**config.mk**
```make
export PLATFORM = sky130hd
export DESIGN_NAME = sr_latch_ctrl_flat
export DESIGN_NICKNAME = d
export VERILOG_FILES = /design/src/rtl/sr_latch_ctrl_if.sv /design/src/rtl/sr_latch_ctrl.sv /design/src/flat_wrapper.sv
export SDC_FILE = /design/constraint.sdc
export NUM_CORES = 1
export LEC_CHECK = 0
export ABC_AREA = 1
export CORE_MARGIN = 3
export CORE_UTILIZATION = 55
export DETAILED_ROUTE_END_ITERATION = 7
export GPL_ROUTABILITY_DRIVEN = 0
export PLACE_DENSITY = 0.87
export SLEW_MARGIN = 20
export SYNTH_ARGS = -nofsm -noshare
export SYNTH_HDL_FRONTEND = slang
export SYNTH_SLANG_ARGS = --single-unit
```
**constraint.sdc**
```tcl
create_clock -name clk -period 2.2 [get_ports clk]
set_input_delay 0.44 -clock clk [delete_from_list [all_inputs] [get_ports clk]]
set_output_delay 0.44 -clock clk [all_outputs]
set_load 0.1 [all_outputs]
```
**src/rtl/sr_latch_ctrl_if.sv**
```systemverilog
// sr_latch_ctrl_if: two-requester handshake bundle (req/op/idx toward the controller, ack back)
interface sr_latch_ctrl_if #(
    parameter int IW = 2
);
    logic [1:0]      req;
    logic [1:0]      op;
    logic [2*IW-1:0] idx;
    logic [1:0]      ack;
    modport master (output req, op, idx, input ack);
    modport slave  (input req, op, idx, output ack);
endinterface

```
**src/rtl/sr_latch_ctrl.sv**
```systemverilog
// sr_latch_ctrl: arbitrated, guarded strobe sequencer for a bank of NAND SR latches
module sr_latch_ctrl #(
    parameter int N_LATCH = 4,
    parameter int PULSE_W = 2,
    parameter int GUARD_W = 3
) (
    input  logic               clk,
    input  logic               rst_n,
    sr_latch_ctrl_if.slave     rq,
    input  logic [N_LATCH-1:0] q_fb,
    output logic [N_LATCH-1:0] s_n,
    output logic [N_LATCH-1:0] r_n,
    output logic               busy,
    output logic [N_LATCH-1:0] shadow,
    output logic               err,
    output logic               err_sticky
);
    localparam int IW = $clog2(N_LATCH);
    localparam int CW = $clog2((PULSE_W > GUARD_W ? PULSE_W : GUARD_W) + 1);

    typedef enum logic [2:0] {INIT, INIT_GUARD, IDLE, PULSE, GUARD, CHECK} state_t;

    state_t             state;
    logic [CW-1:0]      cnt;
    logic               rr;
    logic               cw;
    logic               cop;
    logic [IW-1:0]      cidx;
    logic [N_LATCH-1:0] q_meta;
    logic [N_LATCH-1:0] q_sync;
    logic               w;
    logic               wop;
    logic [IW-1:0]      widx;
    logic [N_LATCH-1:0] wmask;

    // two-flop synchronizer for the asynchronous latch outputs
    always_ff @(posedge clk or negedge rst_n) begin
        if (!rst_n) begin
            q_meta <= '0;
            q_sync <= '0;
        end else begin
            q_meta <= q_fb;
            q_sync <= q_meta;
        end
    end

    // pick the winner: a lone request wins, contention goes to the round-robin pointer
    always_comb begin
        w     = &rq.req ? rr : rq.req[1];
        wop   = rq.op[w];
        widx  = w ? rq.idx[2*IW-1:IW] : rq.idx[IW-1:0];
        wmask = N_LATCH'(1) << widx;
    end

    // sequencer: every strobe is followed by an all-high guard before anything else moves
    always_ff @(posedge clk or negedge rst_n) begin
        if (!rst_n) begin
            state      <= INIT;
            cnt        <= '0;
            s_n        <= '1;
            r_n        <= '1;
            rq.ack     <= '0;
            busy       <= 1'b1;
            err        <= 1'b0;
            err_sticky <= 1'b0;
            shadow     <= '0;
            rr         <= 1'b0;
            cw         <= 1'b0;
            cop        <= 1'b0;
            cidx       <= '0;
        end else begin
            rq.ack <= '0;
            err    <= 1'b0;
            case (state)
                INIT: begin
                    if (cnt == CW'(PULSE_W)) begin
                        r_n   <= '1;
                        cnt   <= '0;
                        state <= INIT_GUARD;
                    end else begin
                        r_n <= '0;
                        cnt <= cnt + 1'b1;
                    end
                end
                INIT_GUARD: begin
                    if (cnt == CW'(GUARD_W - 2)) begin
                        err        <= |q_sync;
                        err_sticky <= err_sticky | (|q_sync);
                    end
                    if (cnt == CW'(GUARD_W - 1)) begin
                        cnt   <= '0;
                        busy  <= 1'b0;
                        state <= IDLE;
                    end else begin
                        cnt <= cnt + 1'b1;
                    end
                end
                IDLE: begin
                    if (|rq.req) begin
                        rr     <= ~w;
                        cw     <= w;
                        cop    <= wop;
                        cidx   <= widx;
                        shadow <= wop ? (shadow | wmask) : (shadow & ~wmask);
                        s_n    <= wop ? ~wmask : '1;
                        r_n    <= wop ? '1 : ~wmask;
                        busy   <= 1'b1;
                        cnt    <= '0;
                        state  <= PULSE;
                    end
                end
                PULSE: begin
                    if (cnt == CW'(PULSE_W - 1)) begin
                        s_n   <= '1;
                        r_n   <= '1;
                        cnt   <= '0;
                        state <= GUARD;
                    end else begin
                        cnt <= cnt + 1'b1;
                    end
                end
                GUARD: begin
                    if (cnt == CW'(GUARD_W - 1)) begin
                        rq.ack     <= cw ? 2'b10 : 2'b01;
                        err        <= q_sync[cidx] != cop;
                        err_sticky <= err_sticky | (q_sync[cidx] != cop);
                        cnt        <= '0;
                        state      <= CHECK;
                    end else begin
                        cnt <= cnt + 1'b1;
                    end
                end
                CHECK: begin
                    busy  <= 1'b0;
                    state <= IDLE;
                end
                default: state <= INIT;
            endcase
        end
    end
endmodule
```
**src/flat_wrapper.sv**
```systemverilog
// flat-port wrapper written by rule: the top's interface ports become plain ports
module sr_latch_ctrl_flat 
#(
    parameter int N_LATCH = 4,
    parameter int PULSE_W = 2,
    parameter int GUARD_W = 3
)
  (clk, rst_n, q_fb, s_n, r_n, busy, shadow, err, err_sticky, rq_req, rq_op, rq_idx, rq_ack);
  sr_latch_ctrl_if rq_i ();
  input  logic clk;
  input  logic rst_n;
  input  logic [N_LATCH-1:0] q_fb;
  output logic [N_LATCH-1:0] s_n;
  output logic [N_LATCH-1:0] r_n;
  output logic busy;
  output logic [N_LATCH-1:0] shadow;
  output logic err;
  output logic err_sticky;
  input wire logic [$bits(rq_i.req)-1:0] rq_req;
  input wire logic [$bits(rq_i.op)-1:0] rq_op;
  input wire logic [$bits(rq_i.idx)-1:0] rq_idx;
  output wire logic [$bits(rq_i.ack)-1:0] rq_ack;
  assign rq_i.req = rq_req;
  assign rq_i.op = rq_op;
  assign rq_i.idx = rq_idx;
  assign rq_ack = rq_i.ack;
  sr_latch_ctrl #(.N_LATCH(N_LATCH), .PULSE_W(PULSE_W), .GUARD_W(GUARD_W)) u_core (.clk(clk), .rst_n(rst_n), .rq(rq_i), .q_fb(q_fb), .s_n(s_n), .r_n(r_n), .busy(busy), .shadow(shadow), .err(err), .err_sticky(err_sticky));
endmodule
```
==> results.json <==
{
  "fillCellCount": 213,
  "synth_warnings": 0,
  "ys_seq_area_frac": 0.5339,
  "cpMaxStageDelayCell": "dfstp_2",
  "synth_fa_ha_area_frac": 0,
  "cts_sinks": 35,
  "htreeDepth": 2,
  "crit_chain": "buf_4",
  "period_needed_ns": 1.640,
  "clk_pin_slew_ns": 0.11,
  "synth_xor_area_frac": 0.005271,
  "critPathMaxFanout": 2,
  "synthMuxAreaShare": 0,
  "grt_pass1_wl_um": 5430,
  "wirelength_um": 3304,
  "endpoint_kind": "primary output",
  "hold_class": "flip-flop to flip-flop",
  "multi_input_area_um2": 639.4,
  "fmax_mhz": 609.9,
  "synth_top_family_by_area": "simple AND/OR/NAND/NOR gates",
  "die_h_um": 60.97,
  "via_count": 1370,
  "ios": 31,
  "rsz0062_at_grt": "no",
  "grt.overflow.total": 0,
  "ff_latch_area_um2": 887.1,
  "synth_nets": 208,
  "antenna_cells": 0,
  "cts_resized": 0,
  "synth_seq_cells": 35,
  "synth-compound-area-share": 0.1047,
  "die_x_um": 60.97,
  "required_ns": 1.76,
  "syn_inst": 194,
  "wire_per_inst_um": 12.61,
  "antenna_found_initial": 0,
  "clk_path_buf_depth": 2,
  "avgSynthCellArea_um2": 8.565,
  "setup_viol": 0,
  "critPathTopFamily": "flip-flops",
  "synth_area_um2": 1662,
  "initial_core_util": 0.5874,
  "grt_usage": 0.2049,
  "cts_buffers": 5,
  "rows": 19,
  "nNetsFinal": 244,
  "detail_route.vias_per_cell": 5.229,
  "crit_buf_inv": 1,
  "hpwlAfterDp_um": 2457,
  "fin_crit_sh": 0.7453,
  "cts_tree": "yes",
  "startpoint_type": "flip-flop",
  "ctsHoldBuffers": 0,
  "antenna_left": 0,
  "finalHoldViolCount": 0,
  "outcome": "finished, final reports clean",
  "grt_max_degree": 36,
  "drive_gt1_frac": 0.2554,
  "first_pass_iters": 4,
  "skew_ns": 0.01193,
  "drv_cap": 0,
  "critPathKind": "flip-flop to primary output",
  "syn_to_final_growth_pct": 22.74,
  "drc": 0,
  "worst_path_largest_cell_delay_ns": 0.56,
  "fin_tns_setup_ns": 0,
  "root_buffer": "clkbuf_4",
  "clock_latency_ns": 0.35,
  "synth_simple_gate_area_share": 0.2748,
  "port-buffer-count": 30,
  "worst_slew_pin_slew_ns": 0.4555,
  "grt_pass1_vias": 1225,
  "crit_arrival_ns": 1.20,
  "drt_iter0_drc": 70,
  "core_area_um2": 2829,
  "synth_cell_types": 29,
  "slew_headroom": 0.6940,
  "fp.dieArea_um2": 3717,
  "cts_post_setup_buffers_inserted": 0,
  "report.final.slew_viol_count": 0
}
-- metal layers --
metal | vias up | global-route usage | routed length, um
li1 | 677 | - | -
met1 | 629 | 0.2779 | 1516
met2 | 56 | 0.2947 | 1476
met3 | 8 | 0.06170 | 239
met4 | 0 | 0.1115 | 71
met5 | - | 0 | 0
-- synthesized netlist by cell type, drive strengths merged --
| cell type | count | area, um2 |
|---|---|---|
| buf | 2 | 12.51 |
| o211ai | 1 | 7.510 |
| nand2 | 58 | 257.7 |
| o21ai | 12 | 71.32 |
| nor4 | 1 | 6.260 |
| nand3 | 11 | 65.06 |
| nor2 | 21 | 103.8 |
| nand3b | 1 | 7.510 |
| a21oi | 14 | 73.82 |
| xor2 | 1 | 8.760 |
| a31oi | 1 | 6.260 |
| dfrtp | 26 | 650.6 |
| nor3 | 1 | 5.000 |
| o21a | 1 | 7.510 |
| inv | 32 | 122.6 |
| dfstp | 9 | 236.5 |
| and3 | 1 | 11.26 |
| a211oi | 1 | 7.510 |
-- worst paths after layout --
path                                  startpoint               end  slack [ns]  cells past startpoint
max in group asynchronous                  rst_n     u_core.r_n[1]        1.36                      2
worst min-delay path            u_core.q_meta[2]  u_core.q_sync[2]        0.36                      0
min in group asynchronous                  rst_n  u_core.q_sync[0]        0.49                      2
worst max-delay path               u_core.s_n[3]            s_n[3]        0.56                      1
worst max register to register   u_core.state[0]     u_core.r_n[0]        0.74                      6
worst min register to register  u_core.q_meta[2]  u_core.q_sync[2]        0.36                      0
-- logic make-up (layout without fill, tap and decap cells) --
group,after synthesis,in the layout
compound gates,30,30
xor+xnor,1,1
simple gates,94,94
buf+inv,34,71
flops,35,35
-- final cells by class --
| class | count | area share |
|---|---|---|
| clock buffers | 6 | 0.02515 |
| clock inverters | 2 | 0.01718 |
| inverters | 32 | 0.06012 |
| multi-input cells | 125 | 0.3135 |
| flip-flops and latches | 35 | 0.4350 |
| well taps | 31 | 0.01902 |
| repair buffers | 31 | 0.1301 |
-- cells in the final DEF, fill, tap and decap left out, drive strengths merged, types with 6 or more instances in the layout --
cell type,Yosys,final
dfstp,9,9
nor2,21,21
buf,2,18
a21oi,14,14
inv,32,32
dfrtp,26,26
clkbuf,0,6
nand3,11,11
nand2,58,58
clkdlybuf4s50,0,13
o21ai,12,12
-- per-stage QoR --
stage	cells	setup WS [ns]	utilization	area, um2	hold slack (ns)
after detailed placement	254	0.2619	0.6904	1953	0.3347
after floorplan	194	0.8621	-	1662	0.1444
final	262	0.5604	0.7209	2039	0.3568
after global placement	254	0.2960	0.6904	1953	0.3332
after global routing	262	0.4802	0.7209	2039	0.3626
after CTS	262	0.5448	0.7209	2039	0.3586
Power is left out: the tool's default activity adds up to more than one toggle a clock period on the data nets, which glitch-free logic cannot reach.
